$ cat src/rtl/lfsr_divider_if.sv
// Mapper-to-divider handshake: the mapper publishes the LFSR reset value dp and its done level,
// and the divider drives start back to request a re-map.
interface lfsr_divider_if;
  logic [8:0] dp;
  logic       done;
  logic       start;

  modport master (output dp, output done, input start);
  modport slave  (input dp, input done, output start);
endinterface

$ cat src/rtl/lfsr_divider.sv
// LFSR-based programmable divider: reloads an 8-bit XNOR LFSR from the mapper seed and ticks at each terminal visit.
// Optional feature macro: LFSR_DIV_TICK_CNT_EN adds a saturating tick_count output.
module lfsr_divider #(
  parameter logic [7:0] TERM_STATE = 8'h00
) (
  input  logic          clock,
  input  logic          reset_n,
  lfsr_divider_if.slave map,
  input  logic          cfg_req,
  output logic          tick,
  output logic          div_out,
  output logic          cfg_valid,
  output logic          busy
`ifdef LFSR_DIV_TICK_CNT_EN
  ,
  output logic [15:0]   tick_count
`endif
);

  typedef enum logic [1:0] {
    WAIT_MAP = 2'd0,
    RUN      = 2'd1,
    REQ      = 2'd2
  } stateType;

  stateType   state;
  logic [7:0] sr;
  logic [8:0] seed;
  logic       stall;
  logic       doneQ;
  logic       doneRise;
  logic [7:0] srStep;

  assign doneRise = map.done & ~doneQ;
  assign srStep   = {sr[6:0], ~(sr[7] ^ sr[5] ^ sr[4] ^ sr[3])};

  // A load takes priority over periodic generation so the new seed starts cleanly with no tick;
  // otherwise the old seed keeps running through REQ and WAIT_MAP for a glitch-free retune.
  always_ff @(posedge clock) begin
    if (!reset_n) begin
      state      <= WAIT_MAP;
      sr         <= 8'h00;
      seed       <= 9'h000;
      stall      <= 1'b0;
      doneQ      <= 1'b0;
      tick       <= 1'b0;
      div_out    <= 1'b0;
      cfg_valid  <= 1'b0;
      busy       <= 1'b1;
      map.start  <= 1'b0;
`ifdef LFSR_DIV_TICK_CNT_EN
      tick_count <= 16'h0000;
`endif
    end else begin
      doneQ <= map.done;
      tick  <= 1'b0;
      if (state == WAIT_MAP && doneRise) begin
        seed      <= map.dp;
        sr        <= map.dp[8:1];
        stall     <= 1'b0;
        cfg_valid <= 1'b1;
        state     <= cfg_req ? REQ : RUN;
        map.start <= cfg_req;
        busy      <= cfg_req;
`ifdef LFSR_DIV_TICK_CNT_EN
        tick_count <= 16'h0000;
`endif
      end else begin
        if (cfg_valid) begin
          if (sr != TERM_STATE) begin
            sr <= srStep;
          end else if (seed[0] && !stall) begin
            stall <= 1'b1;
          end else begin
            sr      <= seed[8:1];
            stall   <= 1'b0;
            tick    <= 1'b1;
            div_out <= ~div_out;
`ifdef LFSR_DIV_TICK_CNT_EN
            if (tick_count != 16'hFFFF) tick_count <= tick_count + 16'd1;
`endif
          end
        end
        case (state)
          RUN: begin
            if (cfg_req) begin
              state     <= REQ;
              map.start <= 1'b1;
              busy      <= 1'b1;
            end
          end
          REQ: begin
            if (!map.done) begin
              state     <= WAIT_MAP;
              map.start <= 1'b0;
            end
          end
          WAIT_MAP: ;
          default: begin
            state     <= WAIT_MAP;
            map.start <= 1'b0;
            busy      <= 1'b1;
          end
        endcase
      end
    end
  end

endmodule

$ cat src/flat_wrapper.sv
// flat-port wrapper written by rule: the top's interface ports become plain ports
module lfsr_divider_flat 
#(
  parameter logic [7:0] TERM_STATE = 8'h00
)
  (clock, reset_n, cfg_req, tick, div_out, cfg_valid, busy, map_dp, map_done, map_start);
  lfsr_divider_if map_i ();
  input  logic clock;
  input  logic reset_n;
  input  logic cfg_req;
  output logic tick;
  output logic div_out;
  output logic cfg_valid;
  output logic busy;
  input wire logic [$bits(map_i.dp)-1:0] map_dp;
  input wire logic [$bits(map_i.done)-1:0] map_done;
  output wire logic [$bits(map_i.start)-1:0] map_start;
  assign map_i.dp = map_dp;
  assign map_i.done = map_done;
  assign map_start = map_i.start;
  lfsr_divider #(.TERM_STATE(TERM_STATE)) u_core (.clock(clock), .reset_n(reset_n), .map(map_i), .cfg_req(cfg_req), .tick(tick), .div_out(div_out), .cfg_valid(cfg_valid), .busy(busy));
endmodule
$ cat config.mk
export PLATFORM = sky130hd
export DESIGN_NAME = lfsr_divider_flat
export DESIGN_NICKNAME = d
export VERILOG_FILES = /design/src/rtl/lfsr_divider_if.sv /design/src/rtl/lfsr_divider.sv /design/src/flat_wrapper.sv
export SDC_FILE = /design/constraint.sdc
export NUM_CORES = 1
export LEC_CHECK = 0
export CELL_PAD_IN_SITES_DETAIL_PLACEMENT = 0
export CELL_PAD_IN_SITES_GLOBAL_PLACEMENT = 2
export CORE_MARGIN = 5
export CORE_UTILIZATION = 33
export CTS_BUF_LIST = sky130_fd_sc_hd__clkbuf_4 sky130_fd_sc_hd__clkbuf_8
export DETAILED_ROUTE_END_ITERATION = 12
export GPL_TIMING_DRIVEN = 1
export PLACE_DENSITY = 0.89
export SLEW_MARGIN = 10
export SYNTH_ARGS = -nofsm -noshare
export SYNTH_HDL_FRONTEND = slang
export SYNTH_SLANG_ARGS = --single-unit
$ cat constraint.sdc
create_clock -name clock -period 2.2 [get_ports clock]
set_input_delay 0.44 -clock clock [delete_from_list [all_inputs] [get_ports clock]]
set_output_delay 0.44 -clock clock [all_outputs]
set_load 0.02 [all_outputs]
==> flow_summary_export.csv <==
group,metric,value,unit
sta,setup_viol,0,
setup_path,r2r_start,"u_core.sr[4]",
placement,numPortBuffers,17,
sta,maxSlewViolCount,0,
routing,routed_wirelength,2.587,mm
global_route,grt_pass1_wl,4.250,mm
routing,drtPass1Iterations,4,
sta,max_slew.worst_pin.slew,0.3379,ns
synthesis,synth_edf_count,0,
placement,post-place-ws,0.2890,ns
setup_path,critPathLaunchType,"register",
floorplanning,core,3337,um2
setup_path,crit_family,"buffers and inverters",
setup_path,path_cells,"clkdlybuf4s50_1",
sta,slew_headroom,0.7747,
cts,ctsResizeCount,0,
synthesis,ys_async_sr_fraction,0,
setup_path,cp_data_required_time,1.76,ns
cts,htree_levels,1,
run,maxCapViolCount,0,
synthesis,yosysUniqueCellTypes,31,
setup_path,crit_start,"u_core.state[1]",
floorplanning,die_y,68.84,um
global_route,antenna_found_initial,0,
cts,cts_buffer_depth,2,
cells_and_area,antennaDiodeCount,0,
floorplanning,start_util,0.3423,
setup_path,cp_num_buf_inv,1,
routing,antenna_left,0,
routing,detail_route.wl_per_cell,13.27,um
floorplanning,die_area,4738,um2
global_route,grt_usage,0.1208,
routing,drcViolationCount,0,
cells_and_area,nets,163,
hold_path,hp-start,"u_core.seed[0]",
synthesis,syn_inst,128,
routing,via_count,1009,
synthesis,synth.cell_area,1142,um2
routing,viasPerCell,5.174,
cts,root_buffer,"clkbuf_4",
sta,setup_slack,0.3300,ns
global_route,grt.overflow.total,0,
floorplanning,num_rows,21,
sta,hold_viol_final,0,
setup_path,slowest_stage,"clkdlybuf4s50_1",
synthesis,avgSynthCellArea,8.925,um2
placement,hpwlAfterDp,1.912,mm
cells_and_area,drive_gt1_frac,0.1342,
hold_path,hold_class,"register to register",
cells_and_area,syn2layout_area_growth,24.10,%
cts,cts_tree,"done",
floorplanning,die_width,68.84,um
global_route,grt_pass1_vias,926,
synthesis,ys_dominant_reg_cell,"dfxtp_1",
setup_path,crit_type,"register to output pin",
status,outcome,"finished clean",
synthesis,ys_seq_elements,25,
sta,rsz0062_at_grt,"no",
synthesis,syn_nets,141,
cts,worstSkewPairLatency,0.32,ns
cts,clkTransAtPathRegs,0.13,ns
sta,finClkSkew,0.004710,ns
cells_and_area,final_util,0.4248,
setup_path,cp-end-kind,"output pin",
cts,clock-sinks,25,
pwr,p_leak,0.0005061,uW
pwr,p_total,1021,uW
sta,period_needed,1.870,ns
synthesis,seq_area_frac_synth,0.4381,
sta,fmax,0.5348,GHz
setup_path,critPathMaxFanout,7,
placement,gp_congestion,0.7314,
pwr,power.density,720.2,nW/um2
setup_path,cp_data_arrival_time,1.43,ns
sta,setup_tns,0,ns
cts,hold_buffers,0,
synthesis,ys_warn_count,0,
routing,drtIter0Drc,72,
setup_path,cpPeakStageDelay,0.65,ns
setup_path,r2r_slack,0.64,ns
floorplanning,ioPinCount,18,
sta,fin_crit_sh,0.8500,
pwr,ir_drop,0.0002434,V
cts,cts_buffers,3,
cts,post-cts-setup-buffer-count,0,
global_route,grt_max_degree,16,
-- cells by family after synthesis --
family	count (synthesis)	share of synthesized area
buffers and inverters	14	0.06900
AND/OR/NAND/NOR	44	0.2245
flip-flops	25	0.4381
multiplexers	1	0.008763
AO/OA/AOI/OAI	41	0.2366
XOR/XNOR	3	0.02301
-- final timing paths --
| path | to | cells after the start |
|---|---|---|
| worst min-delay path | u_core.seed[0] | 2 |
| worst min register to register | u_core.seed[0] | 2 |
| worst max-delay path | map_start | 1 |
| worst max register to register | u_core.div_out | 4 |
-- registers in the layout, summed over array words and instances (netlist names) --
name / cells
u_core.cfg_valid: 1
u_core.busy: 1
u_core.state: 2
u_core.div_out: 1
u_core.sr: 8
u_core.seed: 9
u_core.stall: 1
u_core.doneQ: 1
u_core.tick: 1
-- power by group --
| part | switching [uW] | leakage [uW] | total, uW | internal [uW] |
|---|---|---|---|---|
| Combinational | 141 | 0.000283 | 276 | 135 |
| Clock | 135 | 0.0000184 | 218 | 83.3 |
| Sequential | 37.6 | 0.000205 | 527 | 489 |
| Total | 313 | 0.000506 | 1020 | 708 |
-- stage by stage --
step / hold slack, ns / instance area (um2) / instances
3_5_place_dp: 0.4507 / 1388 / 191
6_report: 0.4697 / 1418 / 195
2_1_floorplan: 0.4318 / 1142 / 128
4_1_cts: 0.4688 / 1418 / 195
3_3_place_gp: 0.4462 / 1388 / 191
5_1_grt: 0.4806 / 1418 / 195
-- layout make-up --
type | instances | area, um2
fill | 363 | 1919
multi-input combinational | 89 | 569.3
sequential | 25 | 500.5
timing repair buffer | 27 | 245.2
tap | 46 | 57.56
clock buffer | 4 | 30.03
inverter | 4 | 15.01
-- cell usage after synthesis (2+ instances only) --
cell type | count | share of area
dfxtp_1 | 25 | 0.44
nand2_1 | 21 | 0.069
a21oi_1 | 13 | 0.057
o31ai_1 | 8 | 0.053
a311oi_1 | 7 | 0.054
nand4_1 | 7 | 0.038
o21ai_0 | 7 | 0.031
clkbuf_1 | 6 | 0.020
inv_1 | 4 | 0.013
and2_1 | 3 | 0.016
buf_6 | 3 | 0.030
xnor2_1 | 3 | 0.023
nor2_1 | 2 | 0.0066
nor4_4 | 2 | 0.037
-- cell usage in the layout, fill, tap and decap left out, types with 2 or more instances in the layout --
cell,n
buf_4,10
inv_1,4
clkbuf_4,4
a311oi_1,7
xnor2_1,3
o21ai_0,7
and2_1,3
clkdlybuf4s50_1,17
o31ai_1,8
nor4_4,2
dfxtp_1,25
a21oi_1,13
nand2_1,21
nor2_1,2
nand4_1,7
-- metal layers --
layer	GRT usage	wire length [um]
met5	0	0
met2	0.1847	1205
met4	0.05109	38
met3	0.01945	94
met1	0.1673	1249
Note: power is estimated with default switching activity, not from simulation.
